`src/rtl/farm_sensor_conditioner.sv`:
```
// Farm-road detector conditioner: sync + debounce of raw_sensor, held request
// FSM toward the traffic controller with post-green hold-off, saturating arrival count.
module farm_sensor_conditioner #(
  parameter int TICK_DIV       = 4,
  parameter int DEBOUNCE_TICKS = 3,
  parameter int HOLDOFF_TICKS  = 2,
  parameter int CNT_W          = 8
) (
  input  logic             clk,
  input  logic             rst,
  input  logic             raw_sensor,
  input  logic [1:0]       farm_signal,
  output logic             sensor,
  output logic             stable_present,
  output logic [CNT_W-1:0] car_count
);

  localparam int PW = (TICK_DIV > 1) ? $clog2(TICK_DIV) : 1;
  localparam int DW = $clog2(DEBOUNCE_TICKS + 1);
  localparam int HW = $clog2(HOLDOFF_TICKS + 1);

  typedef enum logic [1:0] {
    S_IDLE    = 2'd0,
    S_REQUEST = 2'd1,
    S_SERVING = 2'd2,
    S_HOLDOFF = 2'd3
  } state_e;

  logic [PW-1:0]    prescaler_q, prescaler_d;
  logic             sync1_q, sync1_d;
  logic             sync2_q, sync2_d;
  logic [DW-1:0]    db_cnt_q, db_cnt_d;
  logic             stable_q, stable_d;
  logic             pending_q, pending_d;
  logic [HW-1:0]    hold_cnt_q, hold_cnt_d;
  logic [CNT_W-1:0] count_q, count_d;
  state_e           state_q, state_d;
  logic             tick;
  logic             arrival;

  always_comb begin
    tick        = (prescaler_q == PW'(TICK_DIV - 1));
    prescaler_d = tick ? '0 : prescaler_q + 1'b1;
    sync1_d     = raw_sensor;
    sync2_d     = sync1_q;

    stable_d = stable_q;
    db_cnt_d = db_cnt_q;
    if (tick) begin
      if (sync2_q == stable_q) begin
        db_cnt_d = '0;
      end else if (db_cnt_q == DW'(DEBOUNCE_TICKS - 1)) begin
        stable_d = ~stable_q;
        db_cnt_d = '0;
      end else begin
        db_cnt_d = db_cnt_q + 1'b1;
      end
    end

    // Arrival is seen in the same cycle the debounced level is updated, so the
    // request and the count land on the same edge as stable_present.
    arrival = stable_d & ~stable_q;
    count_d = (arrival && (count_q != {CNT_W{1'b1}})) ? count_q + 1'b1 : count_q;
  end

  always_comb begin
    state_d    = state_q;
    hold_cnt_d = hold_cnt_q;
    pending_d  = pending_q;

    if (arrival && (state_q == S_SERVING || state_q == S_HOLDOFF)) begin
      pending_d = 1'b1;
    end

    if (farm_signal != 2'b00) begin
      case (state_q)
        S_IDLE: begin
          if (arrival) state_d = S_REQUEST;
        end
        S_REQUEST: begin
          if (farm_signal == 2'b01) state_d = S_SERVING;
        end
        S_SERVING: begin
          if (farm_signal == 2'b11) begin
            state_d    = S_HOLDOFF;
            hold_cnt_d = '0;
          end
        end
        S_HOLDOFF: begin
          if (tick) begin
            if (hold_cnt_q == HW'(HOLDOFF_TICKS - 1)) begin
              hold_cnt_d = '0;
              state_d    = (pending_q || stable_q || arrival) ? S_REQUEST : S_IDLE;
            end else begin
              hold_cnt_d = hold_cnt_q + 1'b1;
            end
          end
        end
        default: state_d = S_IDLE;
      endcase
    end

    // The request being raised consumes any arrival remembered during service.
    if (state_d == S_REQUEST && state_q != S_REQUEST) begin
      pending_d = 1'b0;
    end
  end

  always_ff @(posedge clk) begin
    if (rst) begin
      prescaler_q <= '0;
      sync1_q     <= 1'b0;
      sync2_q     <= 1'b0;
      db_cnt_q    <= '0;
      stable_q    <= 1'b0;
      pending_q   <= 1'b0;
      hold_cnt_q  <= '0;
      count_q     <= '0;
      state_q     <= S_IDLE;
    end else begin
      prescaler_q <= prescaler_d;
      sync1_q     <= sync1_d;
      sync2_q     <= sync2_d;
      db_cnt_q    <= db_cnt_d;
      stable_q    <= stable_d;
      pending_q   <= pending_d;
      hold_cnt_q  <= hold_cnt_d;
      count_q     <= count_d;
      state_q     <= state_d;
    end
  end

  assign sensor         = (state_q == S_REQUEST);
  assign stable_present = stable_q;
  assign car_count      = count_q;

endmodule

```
`config.mk`:
```
export PLATFORM = sky130hd
export DESIGN_NAME = farm_sensor_conditioner
export DESIGN_NICKNAME = d
export VERILOG_FILES = /design/src/rtl/farm_sensor_conditioner.sv
export SDC_FILE = /design/constraint.sdc
export NUM_CORES = 1
export LEC_CHECK = 0
export CAP_MARGIN = 25
export CORE_MARGIN = 8
export CORE_UTILIZATION = 55
export CTS_BUF_LIST = sky130_fd_sc_hd__clkbuf_8
export DETAILED_ROUTE_END_ITERATION = 10
export GPL_ROUTABILITY_DRIVEN = 0
export PLACE_DENSITY_LB_ADDON = 0.08
export SYNTH_ARGS = -nofsm -noshare
export SYNTH_HDL_FRONTEND = slang
export SYNTH_SLANG_ARGS = --single-unit
```
`constraint.sdc`:
```
create_clock -name clk -period 2.2 [get_ports clk]
set_input_delay 0.44 -clock clk [delete_from_list [all_inputs] [get_ports clk]]
set_output_delay 0.44 -clock clk [all_outputs]
set_load 0.02 [all_outputs]
```
==> results of run 1 <==
==> registers in the layout (all words and copies together) (netlist names) <==
signal and cells:
car_count 8, db_cnt_q 2, hold_cnt_q 2, pending_q 1, prescaler_q 2, stable_present 1, state_q 2, sync1_q 1
sync2_q 1
==> power by group through the flow <==
stage	combinational (µW)	sequential (µW)	clock (µW)
2_1_floorplan	24.6	379	0
3_3_place_gp	36.5	380	0
3_5_place_dp	37.4	381	0
4_1_cts	37.3	372	241
5_1_grt	41.9	373	252
6_report	37.0	372	235
==> cells by family after synthesis <==
kind of cell,synth area share [%]
multiplexers,5.02
AO/OA/AOI/OAI,14.6
flip-flops,39.2
XOR/XNOR,2.57
AND/OR/NAND/NOR,31.6
adder cells (fa/ha/maj),2.45
buffers and inverters,4.53
==> cells in the mapped netlist (all sizes together) (2+ instances only) <==
cell    count
xor2        2
nand2b      3
and3b       2
nand3b      2
nor3        2
nor2b       8
buf         3
a31oi       3
nand4b      2
a21oi       5
nand4       2
o21ai       6
inv         2
o211ai      2
nor2       11
dfxtp      20
clkbuf      3
nand3       7
nand2       7
mux2i       4
nor3b       2
ha          2
==> per-stage QoR <==
stage | hold WS [ns] | power [µW] | area (µm²) | util (%)
finish | 0.425 | 644 | 1210 | 69.3
global route | 0.447 | 667 | 1210 | 69.3
CTS | 0.433 | 651 | 1210 | 69.3
detailed placement | 0.423 | 418 | 1170 | 67.0
global placement | 0.412 | 416 | 1170 | 67.0
floorplan | 0.404 | 404 | 1020 | -
==> layout by cell type (no fill, tap or decap), types with 2 or more instances in the layout <==
cell / count
nor2_1: 10
and3b_1: 2
a31oi_1: 3
ha_1: 2
inv_1: 2
clkbuf_8: 3
nand4_1: 2
dfxtp_1: 20
mux2i_1: 4
nand3_1: 6
nor2b_1: 8
clkdlybuf4s50_1: 14
nor3_1: 2
buf_4: 2
nand2b_1: 3
nor3b_1: 2
o21ai_0: 5
nand2_1: 7
a21oi_1: 5
xor2_1: 2
nand4b_1: 2
==> routing by layer <==
metal  vias up  global-route usage [%]
met5         -                       0
met4         0                    5.80
met3         6                    3.90
met2        25                    20.9
met1       402                    15.7
li1        436                       -
==> worst reg2reg max path: cells and delay by family, from the launching register on <==
family / cells / cell delay, ns
adder cells (fa/ha/maj): 1 / 0.36
multiplexers: 1 / 0.31
AND/OR/NAND/NOR: 3 / 0.79
flip-flops: 1 / 0.33
==> path summary, 6_finish.rpt <==
path                                  endpoint           start  depth (start not counted)
worst min register to register  prescaler_q[0]  prescaler_q[0]                          1
worst min-delay path            prescaler_q[0]  prescaler_q[0]                          1
worst max-delay path                    sensor      state_q[0]                          2
worst max register to register    car_count[7]  prescaler_q[0]                          5
==> cell type report <==
class | instances | area share [%]
inverters | 2 | 0.620
clock buffers | 3 | 3.41
multi-input cells | 86 | 47.5
well taps | 25 | 2.59
flip-flops and latches | 20 | 33.1
repair buffers | 16 | 12.8
==> impl_metrics.py, run 1 <==
metrics = {
    "status": {
        "status": "finished clean",
    },
    "worst_setup_path": {
        "r2r_slack_ns": 0.30,
        "cp.required_ns": 1.76,
        "crit_path_end_kind": "output port",
        "cpMaxStageDelayCell": "clkdlybuf4s50_1",
        "crit_type": "register to output port",
        "worst-path-buf-inv": 1,
        "worstPathArrival_ns": 1.56,
        "critPathMaxFanout": 8,
        "start_kind": "register",
        "cp_cell_sequence": "nor2b_1 -> clkdlybuf4s50_1",
        "crit_family": "buffers and inverters",
        "cp_slowest_stage_delay_ns": 0.64,
    },
    "synth": {
        "syn_avg_cell_area_um2": 8.96,
        "ys_warn_count": 0,
        "synth-edff-count": 0,
        "syn_inst": 114,
        "synth.area.top_cells": "dfxtp_1, nor2b_1, mux2i_1",
        "async_flop_share_pct": 0,
        "synthDistinctLibCells": 42,
        "synth_flop_cell": "dfxtp_1",
        "synth_area_mm2": 0.00102,
        "yosys_register_bits": 20,
        "synth_top_area_share_pct": 39.2,
        "synth_fp_nets": 121,
        "synth_top_area_cell": "dfxtp_1",
        "synth_seq_area_share_pct": 39.2,
    },
    "grt": {
        "grt_overflow_total": 0,
        "grt_usage_pct": 13.1,
        "grt_pass1_vias": 829,
        "grt_first_pass_wirelength_mm": 3.63,
        "grt_max_degree": 14,
        "antenna_found_initial": 0,
    },
    "clock_tree": {
        "cts.sinks": 20,
        "cts_tree": "done",
        "htreeDepth": 1,
        "ctsResizeCount": 0,
        "clock_latency_ns": 0.26,
        "clockBufferDepth": 2,
        "cts.clk_slew.worst_paths_ns": 0.07,
        "cts_buffers": 3,
        "cts_hold_buffers": 0,
        "postCtsSetupRepairBufs": 0,
        "cts-root-buf": "clkbuf_8",
    },
    "detailed_routing": {
        "routed.top_layer": "met4",
        "wirelength_mm": 2.08,
        "vias": 869,
        "wl_met1_um": 964,
        "wire_per_inst_um": 13.7,
        "vias_per_cell": 5.72,
        "detail-route-antenna-nets": 0,
        "drtPass1Iterations": 4,
        "wl_met2_um": 946,
        "wl_met3_um": 131,
        "remaining_drc_errors": 0,
        "drt_iter0_drc": 16,
    },
    "pwr": {
        "seqPwrFrac_pct": 57.7,
        "power.switching_uw": 135,
        "ir_worst_vdd_uv": 363,
        "swShare_pct": 20.9,
        "p_comb_share_pct": 5.7,
        "leakage_uw": 0.000465,
        "pwr-share-clk_pct": 36.5,
        "p_int_uw": 510,
        "p_per_area_mw_per_mm2": 533,
    },
    "floorplanning": {
        "die_area_mm2": 0.00349,
        "row_count": 15,
        "die_w_um": 59.1,
        "dieHeight_um": 59.1,
        "core-area_mm2": 0.00175,
        "io_pins": 15,
        "initial_core_util_pct": 58.5,
    },
    "min_path": {
        "hp-class": "register to register",
    },
    "sta": {
        "tns_ns": 0,
        "fin_ws_ns": 0.200,
        "skew_ns": 0.00269,
        "setup_viol": 0,
        "drv_slew": 0,
        "fin_crit_ns": 2.00,
        "slew_headroom_pct": 76.8,
        "fmax_mhz": 500,
        "worst_slew_pin_slew_ns": 0.348,
        "hold_violations": 0,
        "rsz0062_at_grt": "false",
        "min_period_over_period_pct": 90.9,
    },
    "placement": {
        "dp_slack_ns": 0.291,
        "dpl.cell_count": 149,
        "io_buffer_count": 14,
        "detailedPlacementHpwl_mm": 1.55,
    },
    "layout": {
        "antenna_cells": 0,
        "final_nets": 136,
        "multiInputGateArea_um2": 574,
        "area_growth_pct": 18.5,
        "nFillCells": 149,
        "layout-drive-gt1-share_pct": 8.66,
        "seq_area_um2": 400,
        "fin_cells": 152,
    },
    "job": {
        "maxCapViolations": 0,
    },
}
(Power assumes the default switching activity.)
==> run 2: changes to the inputs <==
Settings changed: CORE_MARGIN 8 to 5, SETUP_SLACK_MARGIN from default to 0.3.
==> run 2 against run 1 <==
  * Via count shrank 1.2%
  * Clock power hardly changed
  * Setup slack improved by 0.18 ns
  * Register-to-register slack gained 0.08 ns
  * Maximum frequency increased by 9.8%
  * Global-route usage up 3.3 points
  * Count of clock-buffer cells in the layout is the same
  * Hold slack better by 0.0090 ns
  * Sequential share of layout area shrank 0.068 points
  * Flip-flop and latch count stayed put
==> impl_metrics.py, run 2 (synthesized netlist as in run 1, its figures left out) <==
metrics = {
    "detailed_routing": {
        "drt_iter0_drc": 11,
        "vias": 859,
        "routed.top_layer": "met4",
        "wl_met3_um": 92,
        "wl_met2_um": 879,
        "remaining_drc_errors": 0,
        "detail-route-antenna-nets": 0,
        "wire_per_inst_um": 12.9,
        "wl_met1_um": 938,
        "vias_per_cell": 5.65,
        "wirelength_mm": 1.95,
        "drtPass1Iterations": 4,
    },
    "worst_setup_path": {
        "critPathMaxFanout": 10,
        "worstPathArrival_ns": 1.97,
        "rr_endpoint": "car_count[7]",
        "cp.required_ns": 2.35,
        "crit_path_end_kind": "register",
        "start_kind": "register",
        "r2r_slack_ns": 0.38,
        "worstReg2RegStart": "prescaler_q[0]",
        "rr_worst_depth": 5,
        "crit_type": "register to register",
    },
    "sta": {
        "setup_viol": 0,
        "tns_ns": 0,
        "fmax_mhz": 549,
        "min_period_over_period_pct": 82.8,
        "fin_crit_ns": 1.82,
        "drv_slew": 0,
        "skew_ns": 0.00160,
        "hold_violations": 0,
        "worst_slew_pin_slew_ns": 0.435,
        "slew_headroom_pct": 70.9,
        "rsz0062_at_grt": "false",
    },
    "floorplanning": {
        "core-area_mm2": 0.00175,
        "row_count": 15,
        "die_area_mm2": 0.00282,
        "io_pins": 15,
        "dieHeight_um": 53.1,
        "die_w_um": 53.1,
        "initial_core_util_pct": 58.5,
    },
    "layout": {
        "largest_reg_flops": 8,
        "fin_area_mm2": 0.00121,
        "area_growth_pct": 18.7,
        "antenna_cells": 0,
        "final_nets": 136,
        "layout-drive-gt1-share_pct": 10.2,
        "layout_common_cells": "dfxtp_1, clkdlybuf4s50_1, nor2_1, nor2b_1, nand2_1",
        "final_common_cell": "dfxtp_1",
    },
    "pwr": {
        "power_uw": 645,
        "ir_worst_vdd_uv": 492,
        "p_per_area_mw_per_mm2": 532,
        "leakage_uw": 0.000467,
    },
    "status": {
        "status": "finished clean",
    },
    "clock_tree": {
        "cts_tree": "done",
        "cts-root-buf": "clkbuf_8",
        "cts.sinks": 20,
        "htreeDepth": 1,
        "cts_buffers": 3,
        "postCtsSetupRepairBufs": 0,
        "clock_latency_ns": 0.26,
        "cts.clk_slew.worst_paths_ns": 0.07,
        "cts_hold_buffers": 0,
        "clockBufferDepth": 2,
    },
    "min_path": {
        "hold_path_depth": 1,
        "hold-path-endpoint": "prescaler_q[0]",
        "hold_start": "prescaler_q[0]",
        "hp-class": "register to register",
    },
    "grt": {
        "grt_first_pass_wirelength_mm": 3.34,
        "grt_pass1_vias": 775,
        "grt_overflow_total": 0,
        "antenna_found_initial": 0,
        "grt_max_degree": 14,
        "grt_usage_pct": 16.4,
    },
    "placement": {
        "dpl_cell_area_mm2": 0.00117,
        "io_buffer_count": 14,
        "detailedPlacementHpwl_mm": 1.48,
    },
    "job": {
        "maxCapViolations": 0,
    },
}
run 2: changes by cell type in the layout (fill, tap and decap cells not counted), sizes merged:
cell,before,now
clkdlybuf4s50,14,13
dlygate4sd2,0,1
run 2: final cells by class:
type / count / area (µm²)
Inverter: 2 / 7.51
Fill cell: 163 / 533
Timing Repair Buffer: 16 / 154
Clock buffer: 3 / 41.3
Tap cell: 25 / 31.3
Sequential cell: 20 / 400
Multi-Input combinational cell: 86 / 578
run 2: routing by layer:
| metal | global-route usage [%] | vias up |
|---|---|---|
| met2 | 26.7 | 20 |
| li1 | - | 436 |
| met1 | 19.8 | 398 |
| met4 | 8.94 | 0 |
| met5 | 0 | - |
| met3 | 3.66 | 5 |
run 2: metrics by stage:
stage / hold slack (ns) / utilization, % / std cells / setup WS (ns)
final: 0.434 / 69.5 / 152 / 0.378
after global routing: 0.467 / 69.5 / 152 / 0.305
after CTS: 0.441 / 69.4 / 152 / 0.367
after detailed placement: 0.425 / 67.0 / 149 / 0.285
after global placement: 0.412 / 67.0 / 149 / 0.341
after floorplan: 0.404 / - / 114 / 0.452
run 2: repair_timing:
item                                    in CTS  in global routing
resized for setup                            2                  1
pin swaps                                    0                  0
endpoints found under the setup margin       2                  1
run 2: where the power goes:
group | total, µW | leakage (µW) | switching (µW) | internal [µW]
combinational | 37.4 | 0.000284 | 17.6 | 19.8
sequential | 372 | 0.000162 | 3.48 | 369
clock | 235 | 0.0000216 | 113 | 122
run 2: how the worst max path moves through the flow:
stage / startpoint / endpoint / slack (ns) / depth (start not counted)
after floorplan: car_count[0] / car_count[7] / 0.45 / 5
after global routing: prescaler_q[0] / car_count[7] / 0.31 / 5
after global placement: prescaler_q[0] / car_count[7] / 0.34 / 5
after CTS: prescaler_q[0] / car_count[7] / 0.37 / 5
after detailed placement: prescaler_q[0] / car_count[7] / 0.29 / 5
final: prescaler_q[0] / car_count[7] / 0.38 / 5
run 2: critical path, stage by stage, from the launching register on:
cell and delay, ns:
dfxtp_1 0.34, ha_2 0.29, nand3b_4 0.11, or4b_4 0.56
nor2_2 0.10, mux2_1 0.31
==> run 3: changes to the inputs <==
Clock period 2.2 ns to 1.9 ns, I/O delays scaled along.
==> run 3 against run 2 <==
  * Via count grew 13%
  * Critical path depth shrank 1
  * Non-clock buffer count grew 9
  * Hold slack gained 0.0082 ns
  * Count of clock-buffer cells in the layout is the same
  * Flip-flop and latch count is the same
  * First-iteration DRC count grew to 3.4 times the previous value
  * Wire length grew 30%
  * Critical endpoint unchanged
  * Largest power group unchanged
==> impl_metrics.py, run 3 (synthesized netlist as in run 1, its figures left out) <==
metrics = {
    "sta": {
        "rsz0062_at_grt": "true",
        "hold_violations": 0,
        "setup_viol": 0,
        "slew_headroom_pct": 72.6,
        "fin_crit_ns": 1.63,
        "drv_slew": 0,
        "tns_ns": 0,
        "min_period_over_period_pct": 85.8,
        "worst_slew_pin_slew_ns": 0.410,
        "skew_ns": 0.00594,
        "fmax_mhz": 613,
    },
    "layout": {
        "fin_area_mm2": 0.00139,
        "final_common_cell": "buf_4",
        "antenna_cells": 0,
        "layout-drive-gt1-share_pct": 29.9,
        "layout_common_cells": "buf_4, nor2_1, dfxtp_1, dlygate4sd2_1, dfxtp_2",
        "final_nets": 145,
        "area_growth_pct": 36.4,
        "largest_reg_flops": 8,
    },
    "worst_setup_path": {
        "critPathMaxFanout": 6,
        "start_kind": "register",
        "cp_slowest_stage_delay_ns": 0.57,
        "worstReg2RegStart": "stable_present",
        "cp.required_ns": 2.05,
        "critPathLaunch": "stable_present",
        "worst-path-buf-inv": 0,
        "cp_cell_sequence": "nand4b_1 -> or4b_4 -> nor2_4 -> mux2_4",
        "r2r_slack_ns": 0.27,
        "crit_family": "simple AND/OR/NAND/NOR gates",
        "worstPathArrival_ns": 1.78,
        "crit_path_end_kind": "register",
        "cpMaxStageDelayCell": "or4b_4",
        "crit_type": "register to register",
        "rr_endpoint": "car_count[7]",
        "rr_worst_depth": 4,
    },
    "clock_tree": {
        "cts.clk_slew.worst_paths_ns": 0.08,
        "clockBufferDepth": 2,
        "cts.sinks": 20,
        "cts_buffers": 3,
        "htreeDepth": 1,
        "cts_tree": "done",
        "clock_latency_ns": 0.26,
        "cts-root-buf": "clkbuf_8",
    },
    "floorplanning": {
        "die_w_um": 53.1,
        "core-area_mm2": 0.00175,
        "initial_core_util_pct": 58.5,
        "die_area_mm2": 0.00282,
        "row_count": 15,
        "io_pins": 15,
        "dieHeight_um": 53.1,
    },
    "detailed_routing": {
        "vias": 969,
        "wire_per_inst_um": 15.7,
        "drtPass1Iterations": 4,
        "remaining_drc_errors": 0,
        "detail-route-antenna-nets": 0,
        "wirelength_mm": 2.54,
        "drt_iter0_drc": 37,
        "vias_per_cell": 5.98,
    },
    "pwr": {
        "ir_worst_vdd_uv": 405,
        "leakage_uw": 0.000577,
        "p_per_area_mw_per_mm2": 658,
        "power_uw": 916,
    },
    "min_path": {
        "hold-path-endpoint": "prescaler_q[0]",
        "hold_path_depth": 1,
        "hp-class": "register to register",
        "hold_start": "prescaler_q[0]",
    },
    "grt": {
        "grt_overflow_total": 0,
        "antenna_found_initial": 0,
        "grt_max_degree": 13,
        "grt_pass1_vias": 952,
        "grt_first_pass_wirelength_mm": 4.15,
        "grt_usage_pct": 19.9,
    },
    "job": {
        "maxCapViolations": 0,
    },
    "status": {
        "status": "finished clean",
    },
    "placement": {
        "io_buffer_count": 14,
        "detailedPlacementHpwl_mm": 1.50,
        "dpl_cell_area_mm2": 0.00121,
    },
}
## run 3: cell type report
type	count	area, µm²
multi-input cells	86	657
flip-flops and latches	20	415
fillers	120	353
repair buffers	25	210
clock buffers	3	41.3
well taps	25	31.3
clock inverters	1	30.0
inverters	2	7.51
## run 3: how the worst max path moves through the flow
stage                    endpoint  slack (ns)  depth (start not counted)
finish               car_count[7]        0.27                          4
global route         car_count[7]        0.22                          5
CTS                        sensor        0.22                          2
detailed placement  hold_cnt_q[1]        0.19                          5
global placement    hold_cnt_q[1]        0.24                          5
floorplan            car_count[7]        0.24                          6
## run 3: per-stage QoR
step | cells | setup WS (ns) | util [%] | hold slack [ns]
3_5_place_dp | 150 | 0.192 | 69.5 | 0.425
5_1_grt | 162 | 0.216 | 79.8 | 0.449
3_3_place_gp | 150 | 0.244 | 69.5 | 0.418
2_1_floorplan | 114 | 0.237 | - | 0.412
4_1_cts | 161 | 0.220 | 76.6 | 0.445
6_report | 162 | 0.269 | 79.8 | 0.442
## run 3: where the power goes
group	leakage [µW]	internal, µW	switching [µW]	total [µW]
registers	0.000167	426	6.69	433
clock network	0.0000357	281	147	428
logic	0.000374	28.9	25.8	54.6
## run 3: what timing repair did
item                       CTS  global route
setup endpoints to repair   12             8
pin swaps                    3             2
cloned                       0             0
gates resized for setup     14            10
buffers inserted             7             1
hold buffers                 0             0
## run 3: worst register-to-register path, stage by stage, from the launching register on
cell and delay (ns):
dfxtp_2 0.36, nand4b_1 0.19, or4b_4 0.57, nor2_4 0.10, mux2_4 0.30
## run 3: per-layer routing
layer  GRT usage [%]  vias to the layer above  share of wire, %
li1                -                      459                 -
met2            34.7                       29                52
met1            23.8                      475                42
met4            8.51                        0               1.8
met3            3.38                        6               4.6
met5               0                        -                 0
